`src/rtl/spi_adc_pkg.sv`:
```
`default_nettype none
// ============================================================================
// Module      : spi_adc_pkg
// Description : Shared constants, state encoding and byte builders for the
//               SPI ADC scanner.
// Revision    : 1.0
// ============================================================================
package spi_adc_pkg;

    localparam logic [31:0] c_reg_data   = 32'h0000_0000;
    localparam logic [31:0] c_reg_status = 32'h0000_0004;
    localparam logic [31:0] c_reg_cs     = 32'h0000_0008;
    localparam logic [31:0] c_reg_div    = 32'h0000_0030;

    localparam logic [7:0] c_adc_start = 8'h01;
    localparam logic [7:0] c_adc_pad   = 8'h00;
    localparam logic [7:0] c_cs_idle   = 8'hFF;

    typedef enum logic [3:0] {
        ST_IDLE      = 4'd0,
        ST_CFG       = 4'd1,
        ST_WAIT_TICK = 4'd2,
        ST_CS_LO     = 4'd3,
        ST_XFER      = 4'd4,
        ST_POLL      = 4'd5,
        ST_RD        = 4'd6,
        ST_CS_HI     = 4'd7,
        ST_NEXT      = 4'd8
    } scan_state_t;

    // Single-ended conversion request for the selected channel.
    function automatic logic [7:0] adc_cmd_byte(input logic [2:0] ch);
        return {1'b1, ch, 4'b0000};
    endfunction

    function automatic logic [7:0] cs_active_val(input int unsigned idx);
        logic [7:0] v;
        v = c_cs_idle;
        v[idx[2:0]] = 1'b0;
        return v;
    endfunction

endpackage
`default_nettype wire

```
`src/rtl/spi_adc_scanner_if.sv`:
```
`default_nettype none
// ============================================================================
// Module      : spi_adc_scanner_if
// Description : Wishbone master bus between the scanner and the SPI peripheral.
// Revision    : 1.0
// ============================================================================
interface spi_adc_scanner_if;
    logic [31:0] m_adr_o;
    logic [31:0] m_dat_o;
    logic [31:0] m_dat_i;
    logic [3:0]  m_sel_o;
    logic        m_cyc_o;
    logic        m_stb_o;
    logic        m_we_o;
    logic        m_ack_i;

    modport master (
        output m_adr_o, m_dat_o, m_sel_o, m_cyc_o, m_stb_o, m_we_o,
        input  m_dat_i, m_ack_i
    );

    modport slave (
        input  m_adr_o, m_dat_o, m_sel_o, m_cyc_o, m_stb_o, m_we_o,
        output m_dat_i, m_ack_i
    );
endinterface
`default_nettype wire

```
`src/rtl/wb_single_access.sv`:
```
`default_nettype none
// ============================================================================
// Module      : wb_single_access
// Description : One non-pipelined Wishbone access per request; done strobes
//               with the ack and rdata carries the bus data in that cycle.
// Revision    : 1.0
// ============================================================================
module wb_single_access (
    input  wire logic         clk,
    input  wire logic         reset,
    input  wire logic         req,
    input  wire logic         we,
    input  wire logic [31:0]  adr,
    input  wire logic [31:0]  wdata,
    output logic              done,
    output logic [31:0]       rdata,
    spi_adc_scanner_if.master wb
);

    logic        r_cyc;
    logic        r_we;
    logic [31:0] r_adr;
    logic [31:0] r_dat;

    always_ff @(posedge clk) begin
        if (reset) begin
            r_cyc <= 1'b0;
            r_we  <= 1'b0;
            r_adr <= '0;
            r_dat <= '0;
        end else if (r_cyc) begin
            if (wb.m_ack_i) begin
                r_cyc <= 1'b0;
            end
        end else if (req) begin
            r_cyc <= 1'b1;
            r_we  <= we;
            r_adr <= adr;
            r_dat <= wdata;
        end
    end

    assign wb.m_cyc_o = r_cyc;
    assign wb.m_stb_o = r_cyc;
    assign wb.m_we_o  = r_we;
    assign wb.m_adr_o = r_adr;
    assign wb.m_dat_o = r_dat;
    assign wb.m_sel_o = 4'hF;

    assign done  = r_cyc & wb.m_ack_i;
    assign rdata = wb.m_dat_i;

endmodule
`default_nettype wire

```
`src/rtl/spi_adc_scanner.sv`:
```
`default_nettype none
// ============================================================================
// Module      : spi_adc_scanner
// Description : Periodically scans an MCP3008-style ADC through the SPI
//               master peripheral and publishes 10-bit samples.
// Revision    : 1.0
// ============================================================================
module spi_adc_scanner
    import spi_adc_pkg::*;
#(
    parameter int          NUM_CH   = 8,
    parameter int          PERIOD   = 50000,
    parameter logic [7:0]  SPI_DIV  = 8'h0F,
    parameter int          CS_INDEX = 0,
    parameter logic [31:0] BASE_ADR = 32'h0000_0000,
    parameter logic [15:0] POLL_MAX = 16'hFFFF
) (
    input  wire logic         clk,
    input  wire logic         reset,
    input  wire logic         enable,
    spi_adc_scanner_if.master wb,
    output logic [9:0]        sample_data,
    output logic [2:0]        sample_ch,
    output logic              sample_valid,
    output logic              frame_done,
    output logic              overrun,
    output logic              timeout,
    output logic              busy
);

    localparam int c_cnt_w = $clog2(PERIOD);

    logic [c_cnt_w-1:0] r_cnt;
    logic               r_tick_pending;
    logic               w_wrap;
    logic               w_take_tick;

    scan_state_t r_state;
    logic        r_req;
    logic        r_pending;
    logic        r_stop;
    logic        r_good;
    logic [1:0]  r_k;
    logic [2:0]  r_ch;
    logic [15:0] r_poll;
    logic [1:0]  r_hi;
    logic [7:0]  r_lo;

    logic        w_done;
    logic [31:0] w_rdata;
    logic        w_is_access;
    logic        w_acc_we;
    logic [31:0] w_acc_adr;
    logic [31:0] w_acc_wdata;
    logic [7:0]  w_xfer_byte;
    logic        w_unused;

    assign w_wrap      = (r_cnt == c_cnt_w'(PERIOD - 1));
    assign w_take_tick = (r_state == ST_WAIT_TICK) && enable && !r_stop && r_tick_pending;

    always_ff @(posedge clk) begin
        if (reset || !enable) begin
            r_cnt          <= '0;
            r_tick_pending <= 1'b0;
        end else begin
            r_cnt <= w_wrap ? '0 : r_cnt + 1'b1;
            if (w_wrap) begin
                r_tick_pending <= 1'b1;
            end else if (w_take_tick) begin
                r_tick_pending <= 1'b0;
            end
        end
    end

    always_ff @(posedge clk) begin
        if (reset) begin
            overrun <= 1'b0;
        end else if (enable && w_wrap && r_tick_pending) begin
            overrun <= 1'b1;
        end
    end

    always_comb begin
        case (r_k)
            2'd0:    w_xfer_byte = c_adc_start;
            2'd1:    w_xfer_byte = adc_cmd_byte(r_ch);
            default: w_xfer_byte = c_adc_pad;
        endcase
    end

    // Access parameters are decoded from registered state so they stay
    // stable from the request until the access is accepted.
    always_comb begin
        w_is_access = 1'b1;
        w_acc_we    = 1'b1;
        w_acc_adr   = BASE_ADR + c_reg_data;
        w_acc_wdata = '0;
        case (r_state)
            ST_CFG: begin
                w_acc_adr   = BASE_ADR + c_reg_div;
                w_acc_wdata = {24'h0, SPI_DIV};
            end
            ST_CS_LO: begin
                w_acc_adr   = BASE_ADR + c_reg_cs;
                w_acc_wdata = {24'h0, cs_active_val(CS_INDEX)};
            end
            ST_XFER: begin
                w_acc_wdata = {24'h0, w_xfer_byte};
            end
            ST_POLL: begin
                w_acc_we  = 1'b0;
                w_acc_adr = BASE_ADR + c_reg_status;
            end
            ST_RD: begin
                w_acc_we = 1'b0;
            end
            ST_CS_HI: begin
                w_acc_adr   = BASE_ADR + c_reg_cs;
                w_acc_wdata = {24'h0, c_cs_idle};
            end
            default: begin
                w_is_access = 1'b0;
            end
        endcase
    end

    wb_single_access u_access (
        .clk   (clk),
        .reset (reset),
        .req   (r_req),
        .we    (w_acc_we),
        .adr   (w_acc_adr),
        .wdata (w_acc_wdata),
        .done  (w_done),
        .rdata (w_rdata),
        .wb    (wb)
    );

    assign w_unused = ^w_rdata[31:8];

    always_ff @(posedge clk) begin
        if (reset) begin
            r_state      <= ST_IDLE;
            r_req        <= 1'b0;
            r_pending    <= 1'b0;
            r_stop       <= 1'b0;
            r_good       <= 1'b0;
            r_k          <= 2'd0;
            r_ch         <= 3'd0;
            r_poll       <= 16'd0;
            r_hi         <= 2'd0;
            r_lo         <= 8'd0;
            sample_data  <= 10'd0;
            sample_ch    <= 3'd0;
            sample_valid <= 1'b0;
            frame_done   <= 1'b0;
            timeout      <= 1'b0;
        end else begin
            r_req        <= 1'b0;
            sample_valid <= 1'b0;
            frame_done   <= 1'b0;
            if (!enable) begin
                r_stop <= 1'b1;
            end
            if (w_is_access && !r_pending) begin
                r_req     <= 1'b1;
                r_pending <= 1'b1;
            end
            case (r_state)
                ST_IDLE: begin
                    r_stop <= 1'b0;
                    if (enable) begin
                        r_state <= ST_CFG;
                    end
                end
                ST_CFG: begin
                    if (w_done) begin
                        r_pending <= 1'b0;
                        r_state   <= ST_WAIT_TICK;
                    end
                end
                ST_WAIT_TICK: begin
                    if (!enable || r_stop) begin
                        r_state <= ST_IDLE;
                    end else if (r_tick_pending) begin
                        r_ch    <= 3'd0;
                        r_state <= ST_CS_LO;
                    end
                end
                ST_CS_LO: begin
                    if (w_done) begin
                        r_pending <= 1'b0;
                        r_k       <= 2'd0;
                        r_good    <= 1'b1;
                        r_state   <= ST_XFER;
                    end
                end
                ST_XFER: begin
                    if (w_done) begin
                        r_pending <= 1'b0;
                        r_poll    <= 16'd0;
                        r_state   <= ST_POLL;
                    end
                end
                ST_POLL: begin
                    if (w_done) begin
                        r_pending <= 1'b0;
                        if (!w_rdata[0]) begin
                            r_state <= ST_RD;
                        end else if (r_poll == POLL_MAX - 16'd1) begin
                            timeout <= 1'b1;
                            r_good  <= 1'b0;
                            r_state <= ST_CS_HI;
                        end else begin
                            r_poll <= r_poll + 16'd1;
                        end
                    end
                end
                ST_RD: begin
                    if (w_done) begin
                        r_pending <= 1'b0;
                        if (r_k == 2'd1) begin
                            r_hi <= w_rdata[1:0];
                        end
                        if (r_k == 2'd2) begin
                            r_lo    <= w_rdata[7:0];
                            r_state <= ST_CS_HI;
                        end else begin
                            r_k     <= r_k + 2'd1;
                            r_state <= ST_XFER;
                        end
                    end
                end
                ST_CS_HI: begin
                    if (w_done) begin
                        r_pending <= 1'b0;
                        if (r_good) begin
                            sample_data  <= {r_hi, r_lo};
                            sample_ch    <= r_ch;
                            sample_valid <= 1'b1;
                        end
                        r_state <= ST_NEXT;
                    end
                end
                ST_NEXT: begin
                    if (r_ch == 3'(NUM_CH - 1)) begin
                        frame_done <= 1'b1;
                        r_state    <= (r_stop || !enable) ? ST_IDLE : ST_WAIT_TICK;
                    end else if (r_stop || !enable) begin
                        r_state <= ST_IDLE;
                    end else begin
                        r_ch    <= r_ch + 3'd1;
                        r_state <= ST_CS_LO;
                    end
                end
                default: begin
                    r_state <= ST_IDLE;
                end
            endcase
        end
    end

    assign busy = (r_state != ST_IDLE) && (r_state != ST_WAIT_TICK);

endmodule
`default_nettype wire

```
`src/flat_wrapper.sv`:
```
// flat-port wrapper written by rule: the top's interface ports become plain ports
module spi_adc_scanner_flat import spi_adc_pkg::*;
#(
    parameter int          NUM_CH   = 8,
    parameter int          PERIOD   = 50000,
    parameter logic [7:0]  SPI_DIV  = 8'h0F,
    parameter int          CS_INDEX = 0,
    parameter logic [31:0] BASE_ADR = 32'h0000_0000,
    parameter logic [15:0] POLL_MAX = 16'hFFFF
)
  (clk, reset, enable, sample_data, sample_ch, sample_valid, frame_done, overrun, timeout, busy, wb_m_adr_o, wb_m_dat_o, wb_m_sel_o, wb_m_cyc_o, wb_m_stb_o, wb_m_we_o, wb_m_dat_i, wb_m_ack_i);
  spi_adc_scanner_if wb_i ();
  input  wire logic clk;
  input  wire logic reset;
  input  wire logic enable;
  output logic [9:0] sample_data;
  output logic [2:0] sample_ch;
  output logic sample_valid;
  output logic frame_done;
  output logic overrun;
  output logic timeout;
  output logic busy;
  output wire logic [$bits(wb_i.m_adr_o)-1:0] wb_m_adr_o;
  output wire logic [$bits(wb_i.m_dat_o)-1:0] wb_m_dat_o;
  output wire logic [$bits(wb_i.m_sel_o)-1:0] wb_m_sel_o;
  output wire logic [$bits(wb_i.m_cyc_o)-1:0] wb_m_cyc_o;
  output wire logic [$bits(wb_i.m_stb_o)-1:0] wb_m_stb_o;
  output wire logic [$bits(wb_i.m_we_o)-1:0] wb_m_we_o;
  input wire logic [$bits(wb_i.m_dat_i)-1:0] wb_m_dat_i;
  input wire logic [$bits(wb_i.m_ack_i)-1:0] wb_m_ack_i;
  assign wb_m_adr_o = wb_i.m_adr_o;
  assign wb_m_dat_o = wb_i.m_dat_o;
  assign wb_m_sel_o = wb_i.m_sel_o;
  assign wb_m_cyc_o = wb_i.m_cyc_o;
  assign wb_m_stb_o = wb_i.m_stb_o;
  assign wb_m_we_o = wb_i.m_we_o;
  assign wb_i.m_dat_i = wb_m_dat_i;
  assign wb_i.m_ack_i = wb_m_ack_i;
  spi_adc_scanner #(.NUM_CH(NUM_CH), .PERIOD(PERIOD), .SPI_DIV(SPI_DIV), .CS_INDEX(CS_INDEX), .BASE_ADR(BASE_ADR), .POLL_MAX(POLL_MAX)) u_core (.clk(clk), .reset(reset), .enable(enable), .wb(wb_i), .sample_data(sample_data), .sample_ch(sample_ch), .sample_valid(sample_valid), .frame_done(frame_done), .overrun(overrun), .timeout(timeout), .busy(busy));
endmodule
```
`config.mk`:
```
export PLATFORM = sky130hd
export DESIGN_NAME = spi_adc_scanner_flat
export DESIGN_NICKNAME = d
export VERILOG_FILES = /design/src/rtl/spi_adc_pkg.sv /design/src/rtl/spi_adc_scanner_if.sv /design/src/rtl/wb_single_access.sv /design/src/rtl/spi_adc_scanner.sv /design/src/flat_wrapper.sv
export SDC_FILE = /design/constraint.sdc
export NUM_CORES = 1
export LEC_CHECK = 0
export ABC_CLOCK_PERIOD_IN_PS = 4780
export BUFFER_PORTS_ARGS = -buffer_cell sky130_fd_sc_hd__buf_4
export CAP_MARGIN = 30
export CORE_MARGIN = 10
export CORE_UTILIZATION = 55
export CTS_CLUSTER_DIAMETER = 200
export DETAILED_ROUTE_END_ITERATION = 10
export PLACE_DENSITY_LB_ADDON = 0.12
export SYNTH_ARGS = -nofsm -noshare
export SYNTH_HDL_FRONTEND = slang
export SYNTH_SLANG_ARGS = --single-unit
```
`constraint.sdc`:
```
create_clock -name clk -period 4.78 [get_ports clk]
set_clock_uncertainty 0.2 [all_clocks]
set_input_delay 0.239 -clock clk [delete_from_list [all_inputs] [get_ports clk]]
set_output_delay 0.239 -clock clk [all_outputs]
set_load 0.005 [all_outputs]
```
# After elaboration in Yosys (flattened, before gate mapping)
# Cells that the tools add are included.
# W data, S select, Z words.
totals:
  inputBits: 36
  output_inout_bits: 89
  regBits: 139
op_classes:
  muxes: 51
  n_reduce_logical: 37
  n_bitwise: 5
  n_eq_ne: 31
  add_sub_neg: 4
ops:
  columns: ["operator", "count"]
  rows:
  - ["$mux W16", 4]
  - ["$mux W4", 12]
  - ["$pmux W4 S9", 1]
  - ["$add A16 B1 Y16 const B", 2]
  - ["$eq A16 B16 Y1 const B", 2]
  - ["$pmux W16 S2", 1]
  - ["$pmux W8 S4", 1]
  - ["$ne A2 B2 Y1 const B", 13]
  - ["$pmux W6 S3", 1]
  - ["$mux W1", 17]
  - ["$eq A4 B3 Y1 const B", 4]
  - ["$pmux W8 S2", 1]
  - ["$reduce_and A5 Y1", 3]
  - ["$mux W2", 6]
  - ["$mux W3", 4]
  - ["$reduce_bool A2 Y1", 5]
  - ["$reduce_or A2 Y1", 5]
  - ["$reduce_and A3 Y1", 3]
  - ["$reduce_and A9 Y1", 1]
  - ["$eq A4 B2 Y1 const B", 2]
  - ["$reduce_and A4 Y1", 2]
  - ["$logic_and A1 B1 Y1", 7]
  - ["$ne A3 B2 Y1 const B", 2]
  - ["$pmux W3 S2", 1]
  - ["21 further kinds", 28]

# Depth between registers and ports, before layout
logic_depth:
  word_depth: 7
  mapped_depth: 8
  depth_no_buf: 7

# By module
# From an unflattened synthesis, not the netlist that was laid out.
unflattened:
  cells_unflattened: 760
  hier_area_um2: 6697.7
by_module_without_submodules:
  columns: ["module", "cells_per_inst", "area_per_inst_um2", "seq_area_each_um2", "instances"]
  rows:
  - ["spi_adc_scanner", 422, 3424.5, 1461.4, 1]
  - ["wb_single_access", 338, 3273.1, 1321.3, 1]

# Worst setup path after synthesis
# OpenSTA, ideal clock, no wires.
synth_timing:
  path_type: "register to register"
  startpoint: "reg u_core.r_poll[0]"
  endpoint: "reg u_core.r_poll[14]"
  n_path_buf: 0
  required_ns: 4.510
  setup_slack_ns: 2.587
  stages_incl_launch_ff: 8
  setup_ns: 0.070
  arrival_ns: 1.922
  cell_sequence: "dfxtp_1 inv_1 ha_1 nand4_1 o41ai_2 a2111o_1 or4_1 a21oi_1"
synth_via:
  elab_chain_cells: 5
synth_rtl:
  columns: ["item", "line_no", "text"]
  rows:
  - ["start: declaration", "spi_adc_scanner.sv:45", "logic [15:0] r_poll;"]
  - ["start signal: assignment", "spi_adc_scanner.sv:215", "r_poll <= r_poll + 16'd1;"]
  - ["$add A16 B1 Y16", "spi_adc_scanner.sv:215", null]
  - ["$mux W16", "spi_adc_scanner.sv:210", "end else if (r_poll == POLL_MAX - 16'd1) begin"]
  - ["$mux W16", "spi_adc_scanner.sv:208", "if (!w_rdata[0]) begin"]
  - ["$mux W16", "spi_adc_scanner.sv:206", "if (w_done) begin"]
  - ["$pmux W16 S2", "spi_adc_scanner.sv:169", "case (r_state)"]
# Several ways; a longest one is shown, not always the timed one. The select of a mux whose other input is x is not followed.
# A chain may end at the register's enable or synchronous reset.

# Worst setup path in the final report
layout_timing:
  startpoint: "reg u_core.r_state[2]"
  endpoint: "reg u_core.r_poll[10]"
layout_via:
  elab_chain_cells: 3
layout_rtl:
  columns: ["item", "line_no", "text"]
  rows:
  - ["start: declaration", "spi_adc_scanner.sv:38", "scan_state_t r_state;"]
  - ["start signal: assignment", "spi_adc_scanner.sv:248", "r_state <= (r_stop || !enable) ? ST_IDLE : ST_WAIT_TICK;"]
  - ["$eq A4 B3 Y1", "spi_adc_scanner.sv:169", null]
  - ["$ne A2 B2 Y1 (no source line) or $reduce_bool A2 Y1 (tied branches)", null, null]
  - ["$reduce_and A5 Y1 (no source line)", null, null]
# Several ways; a longest one is shown, not always the timed one.

==> metrics <==
worst hold path class=in -> reg; Tot Pwr=1430 µW; Post-synth EDFFs=0; Rows=31; critical path data arrival time=2.75 ns; H-tree depth=3; gpl congestion=between 0.8 and 0.9; Clock Path Buffers=2; final net count=between 500 and 600; root buffer cell=clkbuf_8; Mapped Cells=between 500 and 600; Initial DRC Count=about 200; endpoint class of the critical path=register; post-synthesis mux area share=~1.2%; final setup fails=0; Synth Register Bits=84; Fin. Hold Viols=0; simple-gate share of the synthesized area=between 20% and 30%; worst slew margin relative to its limit=a little over half; Pre-antenna DRT Iters=4; post-synth cell types=54; Post-Route WL=just over 9000 µm; IO Count=roughly 130; GRT Residual Overflow=0; minimum clock period=about 2.7 ns; Clk Latency, worst-skew pair=~0.36 ns; VDD IR max=0.206 mV; initial antenna violation count=0; Buffers on Ports=44; largest net degree at the start of global routing=69; Routed Antenna Nets=0; dpl ws=2.14 ns; slowest stage delay, CP=roughly 0.76 ns; Final Slew Violations=0; post-synthesis compound-gate area fraction=approximately 14%; vias in the first global route=3,213; chip width=108 µm; Util after Layout=62.4%; DIE HEIGHT=about 110 µm; CTS tree=done; FMAX=around 370 MHz; gr usage total=~16%; Yosys warning total=0; detailed-route via count=around 3,500; xor and xnor fraction of the mapped netlist area=between 3 and 4%; worst-margin pin slew=0.704 ns; first-pass GRT wire length=between 15,000 and 20,000 µm; dpl cells=631; Post-Synth Adder-Cell Area=under 10%; RSZ-0062 raised after global routing=no; Syn-to-layout area delta=8.46%; P_leak=around 0.0018 µW; Seq/Total Area, Yosys=39.6%; TNS Setup=0 ns; WP data required=slightly below 5 ns; clk sinks=84; full die area=approximately 0.012 mm²; cell chain of the critical path=and4bb_2 > nand3_1 > nor2_2 > a41oi_1 > a311oi_1; WL per Instance=14.1 µm; dpl hpwl=between 6000 and 7000 µm; P per Cell Area=about 310 mW/mm²; TritonCTS buffer count=9; Top delay family on crit path=simple AND/OR/NAND/NOR gates; largest family of logic cells by synthesized area=simple AND/OR/NAND/NOR gates; max-cap violations=0; status=complete, no violations; core area=about 0.0074 mm²; Initial Util=57.6%; diode count=0; Main synth FF type=dfxtp_1; routed vias/inst=5.26; Post-synth ARST share=0%; share of cells above drive strength 1=12.0%; Setup crit start kind=register; setup slack after layout=approximately 2.1 ns; critical path's slowest cell=dfxtp_1; final period utilization=a little under three fifths; # DRC=0; crit path max fanout=21; post-CTS setup buffers=0; Cell Count, Final, Fillers Out=about 660; register clock-pin slew on the reported worst setup and hold paths=around 0.090 ns; area of the mapped netlist=between 0.004 and 0.005 mm²; CP bufs+invs=0; Avg Inst Size Synth=roughly 8.1 µm²; crit path kind=reg -> reg
-- state kept, by name (all words and copies together) (netlist names), 2 cells and up, named ones only --
register	cells
u_core.r_ch	3
u_core.r_cnt	16
u_core.r_hi	2
u_core.r_k	2
u_core.r_lo	8
u_core.r_poll	16
u_core.r_state	4
u_core.sample_ch	3
u_core.sample_data	10
u_core.u_access.wb.m_adr_o	3
u_core.u_access.wb.m_dat_o	6
-- synthesized netlist by cell type, types with 8 or more instances --
master / n / area share, %
nand4_1: 9 / 1.3
dfxtp_1: 84 / 40
ha_1: 8 / 2.4
a21oi_1: 52 / 6.1
nand2b_1: 9 / 1.3
o21ai_0: 18 / 2.1
xor2_1: 8 / 1.7
clkbuf_1: 19 / 1.7
nor2_1: 56 / 5.0
inv_1: 10 / 0.88
buf_4: 61 / 11
nor3_1: 10 / 1.2
nand3_1: 27 / 3.2
nand2_1: 58 / 5.1
-- layer usage --
layer / share of wire [%] / up-vias / global-route usage, %
li1: - / 1752 / -
met1: 46 / 1592 / 19.7
met2: 45 / 104 / 25.1
met3: 8.9 / 5 / 5.33
met4: 0.68 / 0 / 3.82
met5: 0 / - / 0
-- final timing paths --
kind / from / endpoint / slack (ns) / depth (start not counted)
setup / recovery: u_core.r_state[2] / u_core.r_poll[10] / 2.11 / 5
setup reg to reg: u_core.r_state[2] / u_core.r_poll[10] / 2.11 / 5
hold reg to reg: register / u_core.r_req / 0.22 / 1
hold / removal: reset / u_core.overrun / 0.20 / 2
-- layout by cell type (no fill, tap or decap), types with 3 or more instances in the layout --
master	count
dfxtp_1	84
nand2_1	58
nor2_1	56
conb_1	56
a21oi_1	52
buf_4	45
nand3_1	27
o21ai_0	18
inv_1	10
nor3_1	10
nand4_1	9
nand2b_1	9
clkbuf_8	9
dlygate4sd3_1	9
xor2_1	8
ha_1	8
and3_1	7
xnor2_1	7
nor4_1	6
a41oi_1	5
a311oi_1	5
mux2i_1	5
nor2b_1	4
or3_1	4
a31oi_1	4
a22oi_1	3
-- cell type report --
type / instances / area [µm²]
fill: 669 / 2770
inverter: 10 / 37.5
clock buffer: 10 / 128
tap: 99 / 124
timing repair buffer: 54 / 428
clock inverter: 6 / 48.8
sequential: 84 / 1680
multi-input combinational: 393 / 2150
-- stage by stage --
stage	instance area (µm²)	hold slack (ns)
CTS	4600	0.203
global route	4600	0.219
floorplan	4450	0.183
finish	4600	0.202
global placement	4340	0.202
detailed placement	4340	0.201
-- kinds of logic (layout without fill, tap and decap cells) --
logic type               count (synthesis)  in the layout
AND/OR/NAND/NOR                        210            210
AO/OA/AOI/OAI                           99             99
buffers and inverters                   98             80
flip-flops                              84             84
XOR/XNOR                                15             15
adder cells (fa/ha/maj)                  8              8
multiplexers                             5              5
other                                    2             56
-- worst register-to-register path, stage by stage, from the launching register on --
cell and delay (ns):
dfxtp_1 0.76, and4bb_2 0.50, nand3_1 0.30, nor2_2 0.41, a41oi_1 0.18, a311oi_1 0.24
-- what timing repair did --
item | CTS | global route
gates resized for setup | 0 | 0
endpoints found under the hold margin | 11 | 0
setup endpoints to repair | 0 | 0
hold buffers | 9 | 0
-- power by group --
group | leakage (µW) | switching [µW] | internal (µW)
Combinational | 0.000989 | 111 | 92.2
Sequential | 0.000678 | 44.0 | 722
Clock | 0.0000848 | 266 | 194
Total | 0.00175 | 421 | 1010
No activity file was read; power rests on OpenSTA's default activity.
